$ cat config.mk
export PLATFORM = sky130hd
export DESIGN_NAME = mem_port_arbiter
export DESIGN_NICKNAME = d
export VERILOG_FILES = /design/src/rtl/mem_port_arbiter.sv
export SDC_FILE = /design/constraint.sdc
export NUM_CORES = 1
export LEC_CHECK = 0
export CAP_MARGIN = 40
export CORE_MARGIN = 1
export CORE_UTILIZATION = 38
export CTS_BUF_LIST = sky130_fd_sc_hd__clkbuf_4
export CTS_CLUSTER_SIZE = 12
export DETAILED_ROUTE_END_ITERATION = 8
export PLACE_DENSITY = 0.84
export RECOVER_POWER = 25
export SKIP_CTS_REPAIR_TIMING = 1
export SYNTH_ARGS = -nofsm -noshare
export SYNTH_HDL_FRONTEND = slang
export SYNTH_SLANG_ARGS = --single-unit
$ cat constraint.sdc
create_clock -name clk -period 2.3 [get_ports clk]
set_input_delay 0.23 -clock clk [delete_from_list [all_inputs] [get_ports clk]]
set_output_delay 0.23 -clock clk [all_outputs]
set_load 0.005 [all_outputs]
$ cat src/rtl/mem_port_arbiter.sv
// mem_port_arbiter: one memory port shared by fetch (inst_*) and load/store (data_*).
// Ports: inst_*/data_* requesters, mem_* shared port, flush, busy; one transaction in flight.
module mem_port_arbiter #(
  parameter int ADDR_W     = 32,
  parameter int DATA_W     = 32,
  parameter int STARVE_MAX = 4
) (
  input  logic                clk,
  input  logic                resetn,
  input  logic                flush,
  input  logic                inst_req,
  input  logic [ADDR_W-1:0]   inst_addr,
  output logic                inst_addr_ok,
  output logic                inst_data_ok,
  output logic [DATA_W-1:0]   inst_rdata,
  input  logic                data_req,
  input  logic                data_wr,
  input  logic [1:0]          data_size,
  input  logic [DATA_W/8-1:0] data_wstrb,
  input  logic [ADDR_W-1:0]   data_addr,
  input  logic [DATA_W-1:0]   data_wdata,
  output logic                data_addr_ok,
  output logic                data_data_ok,
  output logic [DATA_W-1:0]   data_rdata,
  output logic                mem_req,
  output logic                mem_wr,
  output logic [1:0]          mem_size,
  output logic [DATA_W/8-1:0] mem_wstrb,
  output logic [ADDR_W-1:0]   mem_addr,
  output logic [DATA_W-1:0]   mem_wdata,
  input  logic                mem_addr_ok,
  input  logic                mem_data_ok,
  input  logic [DATA_W-1:0]   mem_rdata,
  output logic                busy
);

  localparam int SW = DATA_W / 8;
  localparam int CW = $clog2(STARVE_MAX + 1);
  localparam logic [CW-1:0] SMAX = CW'(STARVE_MAX);

  typedef enum logic [1:0] {
    S_IDLE,
    S_REQ,
    S_RESP
  } state_e;

  state_e              state_q, state_d;
  logic                owner_q, owner_d;
  logic                discard_q, discard_d;
  logic [CW-1:0]       starve_q, starve_d;
  logic                wr_q, wr_d;
  logic [1:0]          size_q, size_d;
  logic [SW-1:0]       wstrb_q, wstrb_d;
  logic [ADDR_W-1:0]   addr_q, addr_d;
  logic [DATA_W-1:0]   wdata_q, wdata_d;
  logic                gnt_i, gnt_d, rsp;

  // owner_q: 1 = data requester, 0 = fetch
  always_ff @(posedge clk or negedge resetn) begin
    if (!resetn) begin
      state_q   <= S_IDLE;
      owner_q   <= 1'b0;
      discard_q <= 1'b0;
      starve_q  <= '0;
      wr_q      <= 1'b0;
      size_q    <= 2'd0;
      wstrb_q   <= '0;
      addr_q    <= '0;
      wdata_q   <= '0;
    end else begin
      state_q   <= state_d;
      owner_q   <= owner_d;
      discard_q <= discard_d;
      starve_q  <= starve_d;
      wr_q      <= wr_d;
      size_q    <= size_d;
      wstrb_q   <= wstrb_d;
      addr_q    <= addr_d;
      wdata_q   <= wdata_d;
    end
  end

  always_comb begin
    state_d   = state_q;
    owner_d   = owner_q;
    discard_d = discard_q;
    starve_d  = starve_q;
    wr_d      = wr_q;
    size_d    = size_q;
    wstrb_d   = wstrb_q;
    addr_d    = addr_q;
    wdata_d   = wdata_q;
    gnt_i     = 1'b0;
    gnt_d     = 1'b0;
    rsp       = 1'b0;
    unique case (state_q)
      S_IDLE: begin
        // a flushed fetch is never granted; data takes the slot instead
        gnt_i = resetn && inst_req && !flush &&
                (!data_req || starve_q == SMAX);
        gnt_d = resetn && data_req && !gnt_i;
        if (gnt_i || !inst_req) begin
          starve_d = '0;
        end else if (gnt_d && starve_q != SMAX) begin
          starve_d = starve_q + 1'b1;
        end
        unique case (1'b1)
          gnt_i: begin
            wr_d    = 1'b0;
            size_d  = 2'd2;
            wstrb_d = '0;
            addr_d  = inst_addr;
            wdata_d = '0;
          end
          gnt_d: begin
            wr_d    = data_wr;
            size_d  = data_size;
            wstrb_d = data_wstrb;
            addr_d  = data_addr;
            wdata_d = data_wdata;
          end
          default: ;
        endcase
        if (gnt_i || gnt_d) begin
          state_d   = S_REQ;
          owner_d   = gnt_d;
          discard_d = 1'b0;
        end
      end
      S_REQ: begin
        if (!owner_q && flush) discard_d = 1'b1;
        if (mem_addr_ok) state_d = S_RESP;
      end
      S_RESP: begin
        if (!owner_q && flush) discard_d = 1'b1;
        if (mem_data_ok) begin
          rsp       = 1'b1;
          state_d   = S_IDLE;
          discard_d = 1'b0;
        end
      end
      default: state_d = S_IDLE;
    endcase
  end

  always_comb begin
    inst_addr_ok = gnt_i;
    data_addr_ok = gnt_d;
    mem_req      = (state_q == S_REQ);
    mem_wr       = mem_req ? wr_q    : 1'b0;
    mem_size     = mem_req ? size_q  : 2'd0;
    mem_wstrb    = mem_req ? wstrb_q : '0;
    mem_addr     = mem_req ? addr_q  : '0;
    mem_wdata    = mem_req ? wdata_q : '0;
    // flush in the response cycle itself also drops the fetch data
    inst_data_ok = rsp && !owner_q && !discard_q && !flush;
    data_data_ok = rsp && owner_q;
    inst_rdata   = inst_data_ok ? mem_rdata : '0;
    data_rdata   = data_data_ok ? mem_rdata : '0;
    busy         = (state_q != S_IDLE);
  end

endmodule
; ---- Word level (Yosys, flattened, before mapping)
; Cells that the tools add are included.
[classes]
addsub = 1
eq_ne = 7
muxes = 26
reduce_logical = 30
[op_table]
columns = op, count
row1 = 32-bit two-way mux, 4
row2 = 32-bit case mux with 2 select lines, 2
row3 = 1-bit logical AND, 11
row4 = 1-bit two-way mux, 8
row5 = 2-bit two-way mux, 4
row6 = 4-bit case mux with 2 select lines, 1
row7 = 2-bit AND reduction, 4
row8 = 1-bit logical NOT, 6
row9 = 3-bit two-way mux, 2
row10 = 2-bit case mux with 3 select lines, 1
row11 = 2-bit nonzero test, 3
row12 = 4-bit two-way mux, 1
row13 = 2-bit inequality test (second input constant), 2
row14 = 2-bit case mux with 2 select lines, 1
row15 = 3-bit by 1-bit adder with 3-bit output (second input constant), 1
row16 = 3-bit == test (second input constant), 1
row17 = 1-bit logical OR, 3
row18 = 3-bit inequality test (second input constant), 1
row19 = 1-bit case mux with 3 select lines, 1
row20 = 3-bit AND reduction, 1
row21 = 3-bit nonzero test, 1
row22 = 2-bit by 1-bit == test with 1-bit output (second input constant), 1
row23 = 2-bit == test (second input constant), 1
row24 = 2-bit logical NOT, 1
row25 = 2 further kinds, 2
[totals]
reg_bits = 78
in_bits = 142
out_inout_bits = 141
wordCells = 73

; ---- Logic depth before layout (Yosys ltp)
; Gate-level depths: netlist (run 1).
[logic_depth]
word_depth = 8
mapped_depth = 9

; ---- Least setup slack after synthesis (run 1)
; No wires, ideal clock.
[synth_path]
path_type = reg2out
start = reg state_q[0]
end = out inst_rdata[22]
arrival_time_ns = 1.532
t_required_ns = 2.070
path_slack_ns = 0.538
path_stages_with_launch = 7
path_cell_list = dfrtp_1 > inv_1 > ha_1 > nand2_1 > nor4_1 > clkbuf_1 > and2_1
[synth_via]
elab_chain_cells = 6
[synth_lines]
columns = item, line
row1 = start: declaration, 47  ; state_e state_q, state_d;
row2 = start signal: assignment, 71  ; state_q <= state_d;
row3 = 2-bit == test, 96  ; unique case (state_q)
row4 = 1-bit two-way mux, 96
row5 = 1-bit logical AND (3 in a row), 156  ; inst_data_ok = rsp && !owner_q && !discard_q && !flush;
row6 = via inst_data_ok, 14  ; output logic inst_data_ok,
row7 = 32-bit two-way mux, 158  ; inst_rdata = inst_data_ok ? mem_rdata : '0;
row8 = end: declaration, 15  ; output logic [DATA_W-1:0] inst_rdata,
; The timed path passes the listed nets, and every way through them passes these cells.

; ---- Worst setup path after layout (run 1)
[layout_path]
start = reg state_q[0]
end = out data_addr_ok
[layout_via]
elab_chain_cells = 2
[layout_lines]
columns = item, line
row1 = 2-bit logical NOT, 96
row2 = 1-bit two-way mux, 96
row3 = end: declaration, 22  ; output logic data_addr_ok,
; No other way between the ends.

==> impl_metrics.env, run 1 <==
export IMPL_status="finished with violations"
export IMPL_violations="setup timing"
export IMPL_synth_common_cells="136 x and2_1, 78 x dfrtp_1, 40 x nand2_1"
export IMPL_antenna_found_initial=0
export IMPL_synth_seq_cells=78
export IMPL_synth_top_area_share_pct=44.87
export IMPL_via_per_inst=4.888
export IMPL_chipWidth_um=109.0
export IMPL_finalWirelength_um=14200
export IMPL_die_area_um2=11880
export IMPL_drive_gt1_share_pct=13.32
export IMPL_start_util_pct=39.61
export IMPL_worstSetupPathType="flip-flop to output pin"
export IMPL_final_setup_viol_count=55
export IMPL_worst_slew_pin_transition_ns=1.453
export IMPL_pin_count=283
export IMPL_drc=0
export IMPL_endpoint_kind="output pin"
export IMPL_dp_hpwl_um=10390
export IMPL_routedLengthMet1_um=5294
export IMPL_grt_pass1_wl_um=20290
export IMPL_nFillCells=782
export IMPL_ir_drop_uv=461.1
export IMPL_drtAntennaViolNets=0
export IMPL_cap_violations=0
export IMPL_grt_max_degree=61
export IMPL_grt_pass1_vias=4066
export IMPL_nets=872
export IMPL_wl_per_cell_um=16.36
export IMPL_cts_buffers=9
export IMPL_required_ns=2.07
export IMPL_grt_use_total_pct=22.34
export IMPL_drt_first_pass_iters=4
export IMPL_vias=4243
export IMPL_synth_top_area_cell="dfrtp_1"
export IMPL_cts_root_buf="clkbuf_4"
export IMPL_power_mw=6.437
export IMPL_antenna_cells=0
export IMPL_final_setup_tns_ns=-2.727
export IMPL_dpl_cell_area_um2=7287
export IMPL_syn_inst=436
export IMPL_hp_class="input pin to flip-flop"
export IMPL_top_layer_used="met4"
export IMPL_hold_ws_ns=0.1764
export IMPL_report_final_slew_viol_count=0
export IMPL_grt_ovfl_total=0
export IMPL_max_freq_ghz=0.4135
export IMPL_post_synth_top_count_cell="and2_1"
export IMPL_synthFlopType="dfrtp_1"
export IMPL_rows=38
export IMPL_async_reset_ff_share_pct=100.0
export IMPL_h_tree_depth=3
export IMPL_dpl_worst_slack_ns=0.1001
export IMPL_rsz0062_at_grt="true"
export IMPL_relSlewSlack_pct=3.120
export IMPL_tritoncts="built"
export IMPL_gp_congestion=0.8034
export IMPL_drt_initial_drc_count=211
export IMPL_core_area_um2=10980
export IMPL_leakagePower_nw=4.374
export IMPL_ys_warn_count=0
export IMPL_p_per_area_nw_per_um2=829.0
export IMPL_wl_met2_um=7523
export IMPL_ys_top_cells_by_area="dfrtp_1 45%, and2_1 20%, mux2i_1 7.4%, a22o_1 4.2%, a22o_2 3.9%"
export IMPL_numPortBuffers=282
export IMPL_reg2reg_slack_ns=0.45
export IMPL_clock_latency_ns=0.42
export IMPL_syn_nets=585
export IMPL_postSynthAreaPerCell_um2=9.978
export IMPL_syn_area_um2=4350
export IMPL_ys_seq_area_share_pct=44.87
export IMPL_areaGrowthSynthToFinish_pct=78.49
export IMPL_path_max_fanout=8
export IMPL_clock_skew_final_ns=0.02259
export IMPL_met3_length_um=957
export IMPL_fin_crit_sh_pct=105.1
export IMPL_fin_area_um2=7765
export IMPL_clock_path_buffers=2
export IMPL_cts_clk_slew_worst_paths_ns=0.13
export IMPL_min_period_ns=2.418
export IMPL_cp_arrival_ns=2.19
export IMPL_fin_ws_ns=-0.1184
export IMPL_synth_cell_types=39
export IMPL_hold_viol=0
export IMPL_cp_start_kind="flip-flop"
export IMPL_die_h_um=109.0
export IMPL_synth_edf_count=0
export IMPL_cts_sinks=78
-- final timing paths --
kind	cells past startpoint	start	end
max in group asynchronous	2	resetn	state_q[1]$_DFFE_PN0P_
setup reg to reg	8	state_q[0]$_DFFE_PN0P_	addr_q[20]$_DFFE_PN0P_
setup / recovery	6	state_q[0]$_DFFE_PN0P_	data_addr_ok
hold / removal	3	resetn	starve_q[0]$_DFFE_PN0P_
min in group asynchronous	2	resetn	size_q[0]$_DFFE_PN0P_
hold reg to reg	2	addr_q[12]$_DFFE_PN0P_	addr_q[12]$_DFFE_PN0P_
-- sequential cells by signal, indices dropped and copies added, names as in the netlist --
signal / flops
state_q: 2
starve_q: 3
wdata_q: 32
size_q: 2
owner_q: 1
discard_q: 1
wr_q: 1
addr_q: 32
wstrb_q: 4
-- metal layers --
metal  GRT usage [%]  up-vias
met5               0        -
met4           9.556        0
met3           4.005       36
met2           41.28      205
met1           24.91     1962
li1                -     2040
-- where the power goes --
group          total, mW  switching [mW]  internal, mW
logic               3.19            1.29          1.90
clock network      0.938           0.486         0.452
registers           2.31           0.343          1.97
-- through the flow --
step,utilization (%),cells
6_report,70.70,868
5_1_grt,70.70,868
4_1_cts,67.81,853
3_5_place_dp,66.35,837
3_3_place_gp,66.35,837
2_1_floorplan,-,436
-- cell usage in the layout, fill, tap and decap left out, types with 2 or more instances in the layout --
| master | netlist | routed |
|---|---|---|
| clkdlybuf4s50_1 | 0 | 214 |
| and2_1 | 136 | 128 |
| dfrtp_1 | 78 | 77 |
| dlymetal6s2s_1 | 0 | 51 |
| nand2_1 | 40 | 39 |
| mux2i_1 | 32 | 32 |
| o21ai_1 | 29 | 29 |
| a22o_1 | 21 | 21 |
| a22o_2 | 17 | 17 |
| buf_4 | 3 | 15 |
| buf_6 | 4 | 12 |
| clkbuf_4 | 0 | 10 |
| clkbuf_2 | 1 | 9 |
| inv_1 | 9 | 8 |
| and2_4 | 0 | 8 |
| o21ai_0 | 8 | 8 |
| ha_1 | 7 | 4 |
| buf_12 | 0 | 4 |
| nor2b_1 | 2 | 2 |
| o32a_1 | 2 | 2 |
| a21oi_1 | 2 | 2 |
| ha_2 | 0 | 2 |
| bufinv_16 | 0 | 2 |
-- kinds of logic (layout without fill, tap and decap cells) --
family          count (synthesis)  count (layout)  synth area share, %
buf+inv                        42             334                5.522
compound gates                 89              89                15.24
flops                          78              78                44.87
fa+ha+maj                       7               7                2.013
mux                            33              33                7.622
simple gates                  187             187                24.73
-- worst max-delay path: stages, from the launching register on --
cell and delay (ns):
dfrtp_1 0.45, inv_2 0.10, buf_4 0.12, ha_2 0.26, inv_1 0.12, nor2_4 0.17
clkdlybuf4s50_1 0.56
-- layout make-up --
type	instances	area, um^2	area share, %
clock buffers	10	75.07	0.9668
flip-flops and latches	78	1953	25.15
clock inverters	6	85.08	1.096
inverters	9	33.78	0.4351
repair buffers	309	3208	41.31
multi-input cells	316	2235	28.78
well taps	140	175.2	2.256
(Power assumes the default switching activity.)
==> run 2: changes to the inputs <==
==> constraint.sdc (replaced) <==
create_clock -name clk -period 2.6 [get_ports clk]
set_input_delay 0.26 -clock clk [delete_from_list [all_inputs] [get_ports clk]]
set_output_delay 0.26 -clock clk [all_outputs]
set_load 0.005 [all_outputs]
==> run 2 against run 1 <==
  * Core utilization fell by 2.2 points
  * Critical path type unchanged
  * Largest power group unchanged
  * Setup slack improved by 0.11 ns
  * Highest routed layer unchanged
  * Largest cell class unchanged
  * The flow finishes with violations (capacitance limit, slew limit, setup timing)
  * Via count barely moved
==> impl_metrics.env, run 2 (synthesis results as in run 1) <==
export IMPL_status="finished with violations"
export IMPL_violations="capacitance limit, slew limit, setup timing"
export IMPL_p_int_mw=3.589
export IMPL_dpl_worst_slack_ns=0.3273
export IMPL_dp_hpwl_um=10500
export IMPL_grt_pass1_wl_um=20830
export IMPL_areaGrowthSynthToFinish_pct=72.94
export IMPL_worstSetupPathType="flip-flop to output pin"
export IMPL_via_per_inst=4.930
export IMPL_die_area_um2=11880
export IMPL_core_area_um2=10980
export IMPL_slowest_delay_ns=0.50
export IMPL_drc=0
export IMPL_numPortBuffers=282
export IMPL_cts_sinks=78
export IMPL_cts_buffers=9
export IMPL_fin_cells=861
export IMPL_ir_drop_uv=421.2
export IMPL_final_setup_viol_count=4
export IMPL_finalWirelength_um=13840
export IMPL_fin_crit_sh_pct=100.4
export IMPL_clock_skew_final_ns=0.01541
export IMPL_fin_ws_ns=-0.01016
export IMPL_cts_clk_slew_worst_paths_ns=0.13
export IMPL_hp_class="input pin to async pin"
export IMPL_biggestRegsByFlops="addr_q (32), wdata_q (32), wstrb_q (4)"
export IMPL_rows=38
export IMPL_min_period_ns=2.610
export IMPL_endpoint_kind="output pin"
export IMPL_chipWidth_um=109.0
export IMPL_max_freq_ghz=0.3831
export IMPL_worst_slew_pin_transition_ns=1.516
export IMPL_nets=866
export IMPL_start_util_pct=39.61
export IMPL_grt_use_total_pct=22.97
export IMPL_path_delay_family="buffers and inverters"
export IMPL_vias=4245
export IMPL_cp_num_buf_inv=4
export IMPL_grt_max_degree=62
export IMPL_antenna_cells=0
export IMPL_antenna_found_initial=0
export IMPL_gp_congestion=0.8526
export IMPL_rsz0062_at_grt="true"
export IMPL_final_common_cell="clkdlybuf4s50_1"
export IMPL_clock_path_buffers=2
export IMPL_path_max_fanout=16
export IMPL_grt_pass1_vias=4079
export IMPL_p_per_area_nw_per_um2=723.3
export IMPL_cap_violations=1
export IMPL_p_comb_share_pct=51.0
export IMPL_required_ns=2.34
export IMPL_crit_slowest_cell="clkdlybuf4s50_1"
export IMPL_p_sw_share_pct=34.04
export IMPL_grt_ovfl_total=0
export IMPL_cp_cell_sequence="inv_2, ha_4, nand2_1, nor4_4, buf_4, buf_6, and2_1, clkdlybuf4s50_1"
export IMPL_p_sw_mw=1.852
export IMPL_drive_gt1_share_pct=9.015
export IMPL_pin_count=283
export IMPL_clock_latency_ns=0.43
export IMPL_report_final_slew_viol_count=62
export IMPL_cp_arrival_ns=2.35
export IMPL_hold_viol=0
export IMPL_die_h_um=109.0
export IMPL_tritoncts="built"
export IMPL_drt_first_pass_iters=4
export IMPL_dp_cells=837
export IMPL_layout_common_cells="271 x clkdlybuf4s50_1, 136 x and2_1, 78 x dfrtp_1, 40 x nand2_1, 32 x mux2i_1"
export IMPL_relSlewSlack_pct=-1.061
export IMPL_cp_start_kind="flip-flop"
export IMPL_utilization_pct=68.50
export IMPL_h_tree_depth=3
export IMPL_seqPwrFrac_pct=37.5
export IMPL_p_clk_share_pct=11.5
export IMPL_wl_per_cell_um=16.08
export IMPL_cts_root_buf="clkbuf_4"
export IMPL_nFillCells=862
export IMPL_drt_initial_drc_count=206
export IMPL_drtAntennaViolNets=0
export IMPL_leakagePower_nw=3.518
==> run 2: worst reg2reg max path: cells and delay by family (launching register included) <==
family / cells / cell delay [ns]
and+or+nand+nor: 1 / 0.12
buffers and inverters: 3 / 0.46
AOI/OAI and AO/OA: 2 / 0.48
DFF: 1 / 0.43
adders and majority gates: 1 / 0.25
==> run 2: per-stage QoR <==
stage	TNS (ns)	cell area, um^2	power (mW)	hold WS (ns)
floorplan	0	4350	3.313	-0.03559
global placement	0	7274	4.642	0.1702
detailed placement	0	7274	4.753	0.1771
CTS	-1.206	7382	5.393	-0.3164
global route	-3.146	7523	5.856	0.2628
finish	-0.02148	7523	5.442	0.2743
==> run 2: final cells by class <==
class / instances / area (um^2) / area share (%)
sequential: 78 / 1952 / 25.94
clock inverter: 6 / 40.04 / 0.5322
multi-input combinational: 316 / 2207 / 29.34
inverter: 9 / 33.78 / 0.4490
clock buffer: 9 / 67.56 / 0.8981
timing repair buffer: 303 / 3048 / 40.51
tap: 140 / 175.2 / 2.328
==> run 2: metal layers <==
metal  vias up  global-route usage (%)  part of all wire, %
met3        29                   5.140                  7.1
met4         0                   8.977                  2.7
met1      2002                   24.98                   37
li1       2034                       -                    -
met5         -                       0                    0
met2       180                   42.81                   53
==> run 2: power by group through the flow <==
stage                     clock network [mW]  logic [mW]  registers [mW]
after detailed placement                   0        2.71            2.04
after global routing                   0.706        3.04            2.11
final                                  0.626        2.78            2.04
after CTS                              0.645        2.72            2.03
after global placement                     0        2.63            2.01
after floorplan                            0        1.36            1.95
==> run 2: path summary, 6_finish.rpt <==
check,startpoint,to,slack (ns),cells after the start
max reg2reg,state_q[0]$_DFFE_PN0P_,wdata_q[12]$_DFFE_PN0P_,0.76,7
min,resetn,addr_q[29]$_DFFE_PN0P_,0.27,2
max in group asynchronous,resetn,addr_q[14]$_DFFE_PN0P_,0.55,3
min in group clk,data_size[1],size_q[1]$_DFFE_PN0P_,0.36,3
min reg2reg,addr_q[18]$_DFFE_PN0P_,addr_q[18]$_DFFE_PN0P_,0.50,2
max,state_q[0]$_DFFE_PN0P_,inst_rdata[25],-0.01,8
